==> src/rtl/lut_config_loader.sv <==
// lut_config_loader: assembles CHUNK-bit config beats into a shadow bank and commits it atomically to values_out.
module lut_config_loader #(
  parameter int INPUTS = 4,
  parameter int WIDTH = 1 << INPUTS,
  parameter int NUM_LUTS = 4,
  parameter int CHUNK = 4,
  parameter logic [NUM_LUTS*WIDTH-1:0] INIT = '0
) (
  input  logic                      clk,
  input  logic                      rst_n,
  input  logic                      start,
  input  logic                      abort,
  input  logic [CHUNK-1:0]          cfg_data,
  input  logic                      cfg_valid,
  output logic                      cfg_ready,
  output logic [NUM_LUTS*WIDTH-1:0] values_out,
  output logic                      busy,
  output logic                      done
);
  localparam int BEATS = NUM_LUTS * WIDTH / CHUNK;
  localparam int CW = BEATS > 1 ? $clog2(BEATS) : 1;
  localparam logic [CW-1:0] LAST = CW'(BEATS - 1);
  if (WIDTH % CHUNK != 0) begin : g_chunk_check
    $error("CHUNK must divide WIDTH evenly");
  end
  typedef enum logic [1:0] {IDLE, LOAD, COMMIT} state_t;
  state_t state;
  logic [CW-1:0] cnt;
  logic [NUM_LUTS*WIDTH-1:0] shadow;
  // cfg_ready and busy are registered alongside the state so no input reaches them combinationally
  always_ff @(posedge clk) begin
    if (!rst_n) begin
      state      <= IDLE;
      cnt        <= '0;
      shadow     <= '0;
      values_out <= INIT;
      cfg_ready  <= 1'b0;
      busy       <= 1'b0;
      done       <= 1'b0;
    end else begin
      done <= 1'b0;
      case (state)
        IDLE: if (start && !abort) begin
          state     <= LOAD;
          cnt       <= '0;
          cfg_ready <= 1'b1;
          busy      <= 1'b1;
        end
        LOAD: if (abort) begin
          state     <= IDLE;
          cfg_ready <= 1'b0;
          busy      <= 1'b0;
        end else if (cfg_valid) begin
          shadow[cnt*CHUNK +: CHUNK] <= cfg_data;
          cnt <= cnt + CW'(1);
          if (cnt == LAST) begin
            state     <= COMMIT;
            cfg_ready <= 1'b0;
          end
        end
        COMMIT: begin
          values_out <= shadow;
          done       <= 1'b1;
          busy       <= 1'b0;
          state      <= IDLE;
        end
        default: begin
          state     <= IDLE;
          cfg_ready <= 1'b0;
          busy      <= 1'b0;
        end
      endcase
    end
  end
endmodule

==> config.mk <==
export PLATFORM = sky130hd
export DESIGN_NAME = lut_config_loader
export DESIGN_NICKNAME = d
export VERILOG_FILES = /design/src/rtl/lut_config_loader.sv
export SDC_FILE = /design/constraint.sdc
export NUM_CORES = 1
export LEC_CHECK = 0
export CAP_MARGIN = 20
export CORE_MARGIN = 3
export CORE_UTILIZATION = 45
export CTS_CLUSTER_DIAMETER = 50
export DETAILED_ROUTE_END_ITERATION = 10
export PLACE_DENSITY = 0.68
export SKIP_LAST_GASP = 1
export SYNTH_ARGS = -nofsm -noshare
export SYNTH_HDL_FRONTEND = slang
export SYNTH_SLANG_ARGS = --single-unit
==> constraint.sdc <==
create_clock -name clk -period 2.6 [get_ports clk]
set_clock_uncertainty 0.2 [all_clocks]
set_input_delay 0.26 -clock clk [delete_from_list [all_inputs] [get_ports clk]]
set_output_delay 0.26 -clock clk [all_outputs]
set_load 0.1 [all_outputs]
==> impl_results.md, run 1 <==
- Status: completed
- Worst slew margin: 50.57%
- Static leakage: 2.817 nW
- Vias per cell: 5.146
- Worst Hold Depth: 2
- All-layer global routing usage: 19.15%
- Slew @ Worst Pin: 739.9 ps
- VDD IR max: 0.0004158 V
- Power per cell area: 691.3 nW/µm²
- # clock sinks: 137
- Nets: 680
- Vias in the first global route: 4,211
- CTS clock-pin slew for the worst setup and hold paths: 60 ps
- Gate Count Post-Synth: 600
- Post-synth top flop: dfxtp_1
- Fin Setup TNS: 0 ps
- Crit path arrival time: 2460 ps
- Design area: 6784 µm²
- Distinct cell type count after synthesis: 40
- Post-synthesis sequential element count: 137
- Wire length per cell: 14.90 µm
- CTS H-tree depth: 4
- Synth top area cells: dfxtp_1 50%, nand2_1 14%, mux2i_1 12%
- First-pass GRT wire length: 20,370 µm
- Drt first-iter violations: 187
- Die Ht: 116.1 µm
- Most frequent cell after synthesis: nand2_1
- Net Count, Synth: 612
- CP required: 2730 ps
- Diodes inserted: 0
- Worst Reg2Reg Path Length in Cells: 6
- Num rows: 39
- Crit end category: flip-flop
- Synth Area per Inst: 9.094 µm²
- Tmin final: 2338 ps
- TritonCTS clock tree: built
- Initial Utilization: 46.98%
- Detailed Route WL: 12,250 µm
- Ys async rst share: 0%
- Type of origin of the critical path: flip-flop
- Initial antenna violation count: 0
- Drt first pass iters: 5
- Clk Latency, worst-skew pair: 410 ps
- Die area: 13,480 µm²
- Resized cells post-CTS: 0
- Die width: 116.1 µm
- HPWL after DPL: 8480 µm
- Pin count of the biggest net entering global routing: 128
- Crit path kind: reg -> reg
- Final Max Slew Viols: 0
- Syn-to-layout area delta: 24.33%
- DRT antenna net count: 0
- Total congestion overflow: 0
- Synth top area share: 50.26%
- Residual DRC: 0
- CTS root buffer: clkbuf_16
- Worst hold path class: in -> reg
- Hold_buf cts: 0
- Total power: 0.004690 W
- Max Fclk: 427.7 MHz
- Number of flops mapped to enable cells by yosys: 0
- I/O pin count: 76
- Clock buffer depth: 2
- Post-synth top cells: 199 x nand2_1, 137 x dfxtp_1, 64 x a21boi_0, 64 x mux2i_1, 21 x clkbuf_1
- Mapped Area: 5456 µm²
- Worst Path Max Fanout: 11
- Yosys Warn Count: 0
- Final Hold Viols: 0
- Max Cap Viol: 0
- Post-DP Area: 6185 µm²
- Vias: 4,230
- Final Util: 58.41%
- Post-synthesis sequential area ratio: 50.26%
- Final setup fails: 0
- GPL Wtd Cong: 0.8304
- Core ar.: 11,610 µm²
- RSZ-0062 raised after global routing: no
- Period utilization: 89.94%
- Fraction of layout cells with a size suffix above 1: 19.00%
- R2R setup slack: 260 ps
- Post-CTS Setup Inserts: 0
- PortBufs: 75
- Post-synth top area cell: dfxtp_1
- CTS buffer count: 17
==> flip-flops by register name, summed over array words and instances, names as in the netlist <==
name,flops
busy,1
cfg_ready,1
done,1
shadow,64
cnt,4
state,2
values_out,64
==> logic make-up (layout without fill, tap and decap cells) <==
group                      count (synthesis)  count (layout)  share of synthesized area (%)
AOI/OAI and AO/OA                         73              73                          9.791
muxes                                     65              65                          11.95
adders and majority gates                  3               3                         0.6880
buffers and inverters                     44             123                          3.416
and+or+nand+nor                          275             275                          23.41
xor gates and xnor gates                   3               3                         0.4816
DFF                                      137             137                          50.26
==> where the power goes <==
part	leakage [nW]	total [W]	internal [W]	switching, W
Sequential	1.10	0.00211	0.00210	0.00000404
Combinational	1.42	0.000127	0.0000465	0.0000810
Clock	0.297	0.00245	0.00161	0.000841
==> routing by layer <==
layer	routed length, µm	GRT usage, %	up-vias	share of wire [%]
met4	123	4.872	0	1.0
met5	0	0	-	0
met3	526	5.492	12	4.3
met1	5940	25.68	1991	48
li1	-	-	2143	-
met2	5659	30.65	84	46
==> worst max-delay path, stage by stage (launching register included) <==
cell,delay (ps)
dfxtp_1,430
inv_1,100
ha_1,510
nand2_1,110
nor4_2,340
and2_1,330
mux2i_1,240
==> cells in the final DEF (no fill, tap or decap), types with 2 or more instances in the layout <==
cell,synthesis,final
nand3_1,14,14
nand2b_1,2,2
o21ai_0,3,3
clkdlybuf4s50_1,0,7
nor2b_1,8,7
a21oi_1,3,3
clkbuf_16,0,17
and3_1,4,4
buf_12,0,2
nor4bb_1,2,2
nand2_1,199,198
buf_4,2,80
nor2_1,7,7
nor3_1,3,3
bufinv_16,0,4
clkinv_2,0,4
and4_1,2,2
nand3_2,5,5
clkbuf_1,21,3
dfxtp_1,137,137
inv_1,4,4
xnor2_1,2,2
nand4_1,9,9
ha_1,3,3
a21boi_0,64,64
or3b_2,4,4
and2_1,3,3
mux2i_1,64,64
nand4_2,4,4
==> path summary, 6_finish.rpt <==
| check | endpoint | start |
|---|---|---|
| hold reg to reg | shadow[63]$_SDFFE_PN0P_ | shadow[63]$_SDFFE_PN0P_ |
| setup / recovery | shadow[5]$_SDFFE_PN0P_ | cnt[0]$_SDFFE_PN0P_ |
| setup reg to reg | shadow[5]$_SDFFE_PN0P_ | cnt[0]$_SDFFE_PN0P_ |
| hold / removal | values_out[21]$_SDFFE_PN0P_ | rst_n |
==> through the flow <==
step                      setup WS [ps]  hold WS, ps  std cells
after global routing              51.55        82.99        822
after global placement            200.8        249.6        792
after CTS                         274.1        67.68        822
final                             261.7        84.33        822
after floorplan                   478.8        221.0        600
after detailed placement          196.9        251.5        792
==> final cells by class <==
| class | instances | area (µm²) |
|---|---|---|
| Clock buffer | 21 | 450.4 |
| Clock inverter | 9 | 148.9 |
| Fill cell | 1024 | 4830 |
| Inverter | 4 | 15.01 |
| Multi-Input combinational cell | 419 | 2537 |
| Sequential cell | 137 | 2743 |
| Tap cell | 143 | 178.9 |
| Timing Repair Buffer | 89 | 710.7 |
(Power assumes the default switching activity.)
==> inputs of run 2 (changes only) <==
--- a/config.mk
+++ b/config.mk
@@ -10,6 +10,7 @@
 export CORE_UTILIZATION = 45
 export CTS_CLUSTER_DIAMETER = 50
 export DETAILED_ROUTE_END_ITERATION = 10
+export HOLD_SLACK_MARGIN = 0.05
 export PLACE_DENSITY = 0.68
 export SKIP_LAST_GASP = 1
 export SYNTH_ARGS = -nofsm -noshare
==> results of run 2 <==
Final layout, timing and power as in run 1 (identical DEF).
